$ cat src/rtl/quad_input_filter_if.sv
// Signal bundle between a quadrature input filter and its user: the raw
// encoder pins and controls going in, the filtered levels and event pulses coming out.
interface quad_input_filter_if;
  logic       A;
  logic       B;
  logic       enable;
  logic       err_clear;
  logic       A_out;
  logic       B_out;
  logic       ready;
  logic       step;
  logic       illegal;
  logic [7:0] err_count;

  modport master (
    output A, B, enable, err_clear,
    input  A_out, B_out, ready, step, illegal, err_count
  );

  modport slave (
    input  A, B, enable, err_clear,
    output A_out, B_out, ready, step, illegal, err_count
  );
endinterface

$ cat src/rtl/quad_input_filter.sv
// Synchronizes and debounces quadrature channels A/B, flags single-channel
// steps and simultaneous (illegal) transitions, and counts the illegal events.
module quad_input_filter #(
  parameter int SYNC_STAGES = 2,
  parameter int FILT_CYCLES = 8
) (
  input logic            clk,
  input logic            reset,
  quad_input_filter_if.slave bus
);

  typedef enum logic {INIT, RUN} state_t;

  state_t                 state;
  state_t                 state_next;
  logic                   load;
  logic [1:0]             init_cnt;
  logic [SYNC_STAGES-1:0] sync [2];
  logic [7:0]             cnt  [2];
  logic [1:0]             raw;
  logic [1:0]             s;
  logic [1:0]             s_next;
  logic [1:0]             out;
  logic [1:0]             prev;
  logic [1:0]             chg;
  logic                   run_en;
  logic                   step_d;
  logic                   illegal_d;
  logic                   ready;
  logic                   step;
  logic                   illegal;
  logic [7:0]             err_count;

  assign raw = {bus.B, bus.A};

  always_comb begin
    for (int unsigned ch = 0; ch < 2; ch++) begin
      s[ch]      = sync[ch][SYNC_STAGES-1];
      s_next[ch] = sync[ch][SYNC_STAGES-2];
    end
  end

  always_comb begin
    state_next = state;
    load       = 1'b0;
    case (state)
      INIT: begin
        if (init_cnt == 2'(SYNC_STAGES - 1)) begin
          load       = 1'b1;
          state_next = RUN;
        end
      end
      RUN: state_next = RUN;
      default: state_next = INIT;
    endcase
  end

  // Edge events come from comparing the output with its one-cycle-delayed copy,
  // so step/illegal land the cycle after the output moves.
  assign chg       = out ^ prev;
  assign run_en    = (state == RUN) && bus.enable;
  assign step_d    = run_en && (chg[0] ^ chg[1]);
  assign illegal_d = run_en && (&chg);

  always_ff @(posedge clk) begin
    if (reset) begin
      state     <= INIT;
      init_cnt  <= '0;
      out       <= '0;
      prev      <= '0;
      ready     <= 1'b0;
      step      <= 1'b0;
      illegal   <= 1'b0;
      err_count <= '0;
      for (int unsigned ch = 0; ch < 2; ch++) begin
        sync[ch] <= '0;
        cnt[ch]  <= '0;
      end
    end else begin
      state    <= state_next;
      init_cnt <= (state == INIT) ? init_cnt + 2'd1 : '0;
      prev     <= out;
      step     <= step_d;
      illegal  <= illegal_d;
      for (int unsigned ch = 0; ch < 2; ch++) begin
        sync[ch] <= {sync[ch][SYNC_STAGES-2:0], raw[ch]};
      end

      // The load takes the level shifting into the last sync stage this edge,
      // so outputs and s agree on the first RUN cycle.
      if (load) begin
        out   <= s_next;
        prev  <= s_next;
        ready <= 1'b1;
        for (int unsigned ch = 0; ch < 2; ch++) cnt[ch] <= '0;
      end else if (run_en) begin
        for (int unsigned ch = 0; ch < 2; ch++) begin
          if (s[ch] == out[ch]) begin
            cnt[ch] <= '0;
          end else if (cnt[ch] == 8'(FILT_CYCLES - 1)) begin
            out[ch] <= s[ch];
            cnt[ch] <= '0;
          end else begin
            cnt[ch] <= cnt[ch] + 8'd1;
          end
        end
      end else begin
        for (int unsigned ch = 0; ch < 2; ch++) cnt[ch] <= '0;
      end

      if (bus.err_clear) begin
        err_count <= illegal_d ? 8'd1 : '0;
      end else if (illegal_d && (err_count != '1)) begin
        err_count <= err_count + 8'd1;
      end
    end
  end

  assign bus.A_out     = out[0];
  assign bus.B_out     = out[1];
  assign bus.ready     = ready;
  assign bus.step      = step;
  assign bus.illegal   = illegal;
  assign bus.err_count = err_count;

endmodule

$ cat src/flat_wrapper.sv
// flat-port wrapper written by rule: the top's interface ports become plain ports
module quad_input_filter_flat 
#(
  parameter int SYNC_STAGES = 2,
  parameter int FILT_CYCLES = 8
)
  (clk, reset, bus_A, bus_B, bus_enable, bus_err_clear, bus_A_out, bus_B_out, bus_ready, bus_step, bus_illegal, bus_err_count);
  quad_input_filter_if bus_i ();
  input logic clk;
  input logic reset;
  input wire logic [$bits(bus_i.A)-1:0] bus_A;
  input wire logic [$bits(bus_i.B)-1:0] bus_B;
  input wire logic [$bits(bus_i.enable)-1:0] bus_enable;
  input wire logic [$bits(bus_i.err_clear)-1:0] bus_err_clear;
  output wire logic [$bits(bus_i.A_out)-1:0] bus_A_out;
  output wire logic [$bits(bus_i.B_out)-1:0] bus_B_out;
  output wire logic [$bits(bus_i.ready)-1:0] bus_ready;
  output wire logic [$bits(bus_i.step)-1:0] bus_step;
  output wire logic [$bits(bus_i.illegal)-1:0] bus_illegal;
  output wire logic [$bits(bus_i.err_count)-1:0] bus_err_count;
  assign bus_i.A = bus_A;
  assign bus_i.B = bus_B;
  assign bus_i.enable = bus_enable;
  assign bus_i.err_clear = bus_err_clear;
  assign bus_A_out = bus_i.A_out;
  assign bus_B_out = bus_i.B_out;
  assign bus_ready = bus_i.ready;
  assign bus_step = bus_i.step;
  assign bus_illegal = bus_i.illegal;
  assign bus_err_count = bus_i.err_count;
  quad_input_filter #(.SYNC_STAGES(SYNC_STAGES), .FILT_CYCLES(FILT_CYCLES)) u_core (.clk(clk), .reset(reset), .bus(bus_i));
endmodule
$ cat config.mk
export PLATFORM = sky130hd
export DESIGN_NAME = quad_input_filter_flat
export DESIGN_NICKNAME = d
export VERILOG_FILES = /design/src/rtl/quad_input_filter_if.sv /design/src/rtl/quad_input_filter.sv /design/src/flat_wrapper.sv
export SDC_FILE = /design/constraint.sdc
export NUM_CORES = 1
export LEC_CHECK = 0
export CAP_MARGIN = 20
export CORE_UTILIZATION = 54
export DETAILED_ROUTE_END_ITERATION = 10
export HOLD_SLACK_MARGIN = 0.02
export PLACE_DENSITY = 0.77
export SLEW_MARGIN = 30
export SYNTH_ARGS = -nofsm -noshare
export SYNTH_HDL_FRONTEND = slang
export SYNTH_SLANG_ARGS = --single-unit
$ cat constraint.sdc
create_clock -name clk -period 2 [get_ports clk]
set_clock_uncertainty 0.1 [all_clocks]
set_input_delay 0.6 -clock clk [delete_from_list [all_inputs] [get_ports clk]]
set_output_delay 0.6 -clock clk [all_outputs]
set_load 0.03 [all_outputs]
## Word level (Yosys, flattened, before mapping)

Memories as Yosys holds them, arrays and structs flattened.
Index checks and enable logic that the tools add are counted.

- Bits in writable memories: 20
- Register bits: 18
- Word-level logic and storage cells: 119
- Bits of input ports: 6
- Memories kept: 2

- Add/sub/neg operators: 4
- Eq/ne operators: 8
- Multiplexer cells: 69
- Bitwise logic cells: 15
- Reductions and logical operators: 12

Memories:

| name | words | width | read ports | clocked after Yosys merged registers in | wr ports | RTL line | source |
|---|---|---|---|---|---|---|---|
| u_core.cnt | 2 | 8 | 2 | 0 | 2 | quad_input_filter.sv:19 | `logic [7:0] cnt [2];` |
| u_core.sync | 2 | 2 | 2 | 0 | 2 | quad_input_filter.sv:18 | `logic [SYNC_STAGES-1:0] sync [2];` |

Operators with widths:

| cell | count |
|---|---|
| $mux W8 | 12 |
| $mux W1 | 51 |
| $add A8 B1 Y8 const B | 3 |
| $eq A8 B3 Y1 const B | 2 |
| $or A1 B1 Y1 | 12 |
| $mux W2 | 5 |
| $ne A8 B8 Y1 const B | 1 |
| $reduce_bool A2 Y1 | 4 |
| $reduce_and A3 Y1 | 2 |
| $logic_and A1 B1 Y1 | 4 |
| $ne A2 B1 Y1 const B | 2 |
| $add A2 B1 Y2 const B | 1 |
| $eq A1 B1 Y1 | 2 |
| $eq A2 B1 Y1 const B | 1 |
| $pmux W1 S2 | 1 |
| $reduce_and A2 Y1 | 1 |
| $reduce_or A2 Y1 | 1 |
| $xor A2 B2 Y2 | 1 |
| $not A1 Y1 | 1 |
| $xor A1 B1 Y1 | 1 |

## Longest topological paths before layout

- Depth after elaboration: 11
- Mapped depth: 6
- Mapped depth without buffers: 6

## Worst setup path after synthesis

No wires, ideal clock.

- Path type: reg-to-reg
- From: register u_core.out[0]
- To: register u_core.err_count[7] (netlist: u_core.bus.err_count[7])
- Clock period less this slack: 1.795 ns
- Path slack: 0.205 ns
- Setup time: 0.122 ns
- Buffers on the path: 0
- Stages on the path, launching flop included: 7
- Arrival time: 1.573 ns
- Cells stage by stage: dfxtp_1 > xor2_1 > ha_1 > nand4_1 > a2111oi_4 > xnor2_1 > nor2_1

- Cells in the longest elaborated chain, start to end: 5

RTL lines:

| element | RTL line | source |
|---|---|---|
| from (decl) | quad_input_filter.sv:23 | `logic [1:0] out;` |
| from (signal assigned) | quad_input_filter.sv:92 | `out <= s_next;` |
| from (signal, indexed assignment) | quad_input_filter.sv:101 | `out[ch] <= s[ch];` |
| $xor A2 B2 Y2 | quad_input_filter.sv:60 | `assign chg = out ^ prev;` |
| $reduce_and A2 Y1 | quad_input_filter.sv:63 | `assign illegal_d = run_en && (&chg);` |
| $logic_and A1 B1 Y1 | quad_input_filter.sv:63 |  |
| $logic_and A1 B1 Y1 | quad_input_filter.sv:113 | `end else if (illegal_d && (err_count != '1)) begin` |
| $reduce_bool A2 Y1 (no source line) | n/a |  |
| to (signal assigned) | quad_input_filter.sv:112 | `err_count <= illegal_d ? 8'd1 : '0;` |
| to (signal assigned) | quad_input_filter.sv:114 | `err_count <= err_count + 8'd1;` |
| to (decl) | quad_input_filter.sv:32 | `logic [7:0] err_count;` |

Every way passes these cells.
A chain may end at the register's enable or synchronous reset.

## Final worst setup path

- From: register u_core.err_count[7] (netlist: u_core.bus.err_count[7])
- To: output port bus_err_count[7]

RTL lines:

| element | RTL line | source |
|---|---|---|
| to (decl) | flat_wrapper.sv:20 | `output wire logic [$bits(bus_i.err_count)-1:0] bus_err_count;` |

No word-level cell between the ends.

==> flow_summary_export.csv <==
group,metric,value,unit
placement,dp_hpwl,2210,um
timing,hold_ws,336,ps
synth,ys.flop_type,"dfxtp_1",
routing,vias,1244,
die,core_area,2780,um^2
routing,route.met3.wl,97,um
layout,multiInputGateArea,801,um^2
global_routing,globalRouteOverflowTotal,0,
critical_path,crit_path_start_kind,"flip-flop",
critical_path,cp_slowest_cell,"dfxtp_1",
layout,layoutNonFillerInstCount,229,
routing,antenna_left,0,
critical_path,worstReg2RegStart,"u_core.out[1]",
synth,synth_cell_types,33,
clocking,numCtsBuffers,5,
clocking,cts.sinks,38,
critical_path,crit_family,"flip-flops",
timing,tightest_slew,456,ps
power,finalPower,1.44,mW
layout,finalNetCount,208,
min_path,min_to,"u_core.init_cnt[0]",
routing,drcViolationCount,0,
critical_path,critPathLaunch,"u_core.bus.err_count[7]",
placement,dp.cells,221,
timing,fmax,524,MHz
synth,async_reset_ff_frac,0,
routing,wl,2940,um
power,p_leak,0.803,nW
timing,slew_headroom,0.692,
critical_path,r2r_slack,190,ps
routing,highest_layer,"met4",
clocking,cts_resized,13,
routing,avgRoutedWirePerCell,12.8,um
clocking,clock_latency,340,ps
critical_path,slowest_delay,440,ps
die,die_y,56.4,um
timing,finalCritPeriodShare,0.954,
timing,setup_tns,0,ps
clocking,hold_buffers,0,
timing,slew_viol_final,0,
critical_path,crit_chain,"dlygate4sd2_1",
clocking,clk_path_buf_depth,2,
min_path,hold_depth,1,
die,die_area,3180,um^2
critical_path,crit_arrival,1210,ps
routing,detail_route.first_pass.iterations,4,
layout,register_area,761,um^2
die,ioPinCount,19,
global_routing,grt_start_max_net_pins,16,
routing,dr_wl_met2,1310,um
layout,num_antenna_cells,0,
critical_path,end_kind,"output pin",
layout,drive_gt1_frac,0.0859,
power,power_density,755,nW/um^2
synth,ys_warn_count,0,
routing,wl_met1,1480,um
synth,synth_nets,181,
die,rows,19,
power,ir_drop,0.749,mV
layout,utilization,0.684,
synth,synth-seq-cells,38,
layout,fill_cells,221,
synth,syn_area,1600,um^2
timing,setup_viol,0,
run,drv_cap,0,
synth,syn_inst,170,
critical_path,cp.depth,1,
clocking,clk_pin_slew,110,ps
timing,hold_violations,0,
critical_path,crit_type,"reg -> out",
clocking,cts_tree,"yes",
global_routing,groute.usage.overall,0.207,
critical_path,critPathRequiredTime,1300,ps
clocking,cts_setup_buffers,0,
critical_path,rr_worst_depth,7,
die,initial_core_util,0.575,
placement,io_buffers,18,
timing,grt_setup_unrepaired,"no",
run_status,status,"completed",
global_routing,antenna_found_initial,0,
min_path,min_from,"u_core.init_cnt[0]",
placement,place_congestion,0.903,
clocking,root_buffer,"clkbuf_4",
synth,postSynthAreaPerCell,9.41,um^2
synth,seq_area_frac_synth,0.475,
clocking,htree_levels,2,
die,die_w,56.4,um
layout,syn2layout_area_growth,18.8,%
critical_path,critical_path_buf_inv_count,1,
critical_path,path_max_fanout,4,
routing,routed_via_density,5.43,
global_routing,grt_pass1_wl,5010,um
timing,fin_crit,1910,ps
min_path,min_path_type,"reg -> reg",
global_routing,grt_pass1_vias,1156,
routing,initialDrtViolationCount,64,
critical_path,regToRegEndpoint,"u_core.bus.err_count[2]",
synth,synth-edff-count,0,
[area by class of cell]
| cell class | instances | share of cell area |
|---|---|---|
| Clock buffer | 5 | 0.0197 |
| Clock inverter | 3 | 0.0211 |
| Inverter | 4 | 0.00789 |
| Multi-Input combinational cell | 124 | 0.421 |
| Sequential cell | 38 | 0.400 |
| Tap cell | 31 | 0.0204 |
| Timing Repair Buffer | 24 | 0.110 |
[metrics by stage]
stage               setup WS [ps]  area (um^2)
floorplan                     205         1600
global placement            -27.6         1840
detailed placement          -44.2         1840
CTS                          77.6         1900
global route                 20.4         1900
finish                       91.4         1900
[cells in the final DEF (no fill, tap or decap)]
master	synthesis	final
nand3_1	10	10
o31ai_1	1	1
a21oi_1	3	3
dfxtp_1	38	38
nand2_1	13	13
nor3_1	3	3
or4_1	1	1
nor4b_1	1	1
bufinv_16	0	1
or2_2	1	1
o311ai_1	1	1
xnor2_1	7	7
a211oi_1	5	5
dlygate4sd2_1	0	13
clkbuf_4	0	5
and4_1	1	1
nor2b_1	5	5
ha_1	5	5
nand2b_1	1	1
nor3b_1	1	1
inv_1	4	4
and3b_1	1	1
a2111oi_4	1	1
buf_4	0	6
mux2i_1	3	3
and2_1	4	4
nor2_1	29	29
and4bb_1	1	1
nor4bb_1	1	1
clkinv_2	0	2
a21o_1	1	1
a31o_2	1	1
xor2_1	14	14
and3_1	5	5
clkdlybuf4s50_1	0	5
nand4_1	4	4
[logic make-up (layout without fill, tap and decap cells)]
| group | Yosys count | after routing | synth area share |
|---|---|---|---|
| and+or+nand+nor | 82 | 82 | 0.257 |
| DFF | 38 | 38 | 0.475 |
| xor gates and xnor gates | 21 | 21 | 0.115 |
| AOI/OAI and AO/OA | 13 | 13 | 0.0704 |
| buffers and inverters | 8 | 36 | 0.0242 |
| adders and majority gates | 5 | 5 | 0.0391 |
| muxes | 3 | 3 | 0.0188 |
[report_power, final]
group	total, mW	internal [mW]	switching, mW
combinational	0.131	0.0575	0.0735
sequential	0.799	0.782	0.0177
clock	0.506	0.259	0.247
[routing by layer]
metal  vias up  GRT usage
li1        637          -
met1       581      0.258
met2        22      0.329
met3         4     0.0576
met4         0     0.0941
met5         -          0
[flip-flops by register name (all words and copies together) (netlist names)]
signal and count:
u_core.cnt 16, u_core.bus.err_count 8, u_core.sync 4, u_core.init_cnt 2, u_core.out 2, u_core.prev 2, u_core.bus.illegal 1, u_core.bus.ready 1
u_core.bus.step 1, u_core.state 1
[cells in the mapped netlist (2+ instances only)]
cell type	n	area (um^2)
a211oi_1	5	37.5
and3_1	5	31.3
mux2i_1	3	30.0
nand3_1	10	50.1
nor3_1	3	15.0
clkbuf_1	2	7.51
nand2_1	13	48.8
a21oi_1	3	15.0
and2_1	4	25.0
ha_1	5	62.6
nand4_1	4	25.0
xnor2_1	7	61.3
dfxtp_1	38	761
inv_1	4	15.0
xor2_1	14	123
nor2b_1	5	31.3
nor2_1	29	109
[worst max-delay path by stage]
stage               slack [ps]                      end
finish                      90         bus_err_count[7]
global route                20            u_core.out[1]
CTS                         80         bus_err_count[7]
detailed placement         -40  u_core.bus.err_count[7]
global placement           -30  u_core.bus.err_count[3]
floorplan                  200  u_core.bus.err_count[7]
No activity file was read; power rests on OpenSTA's default activity.
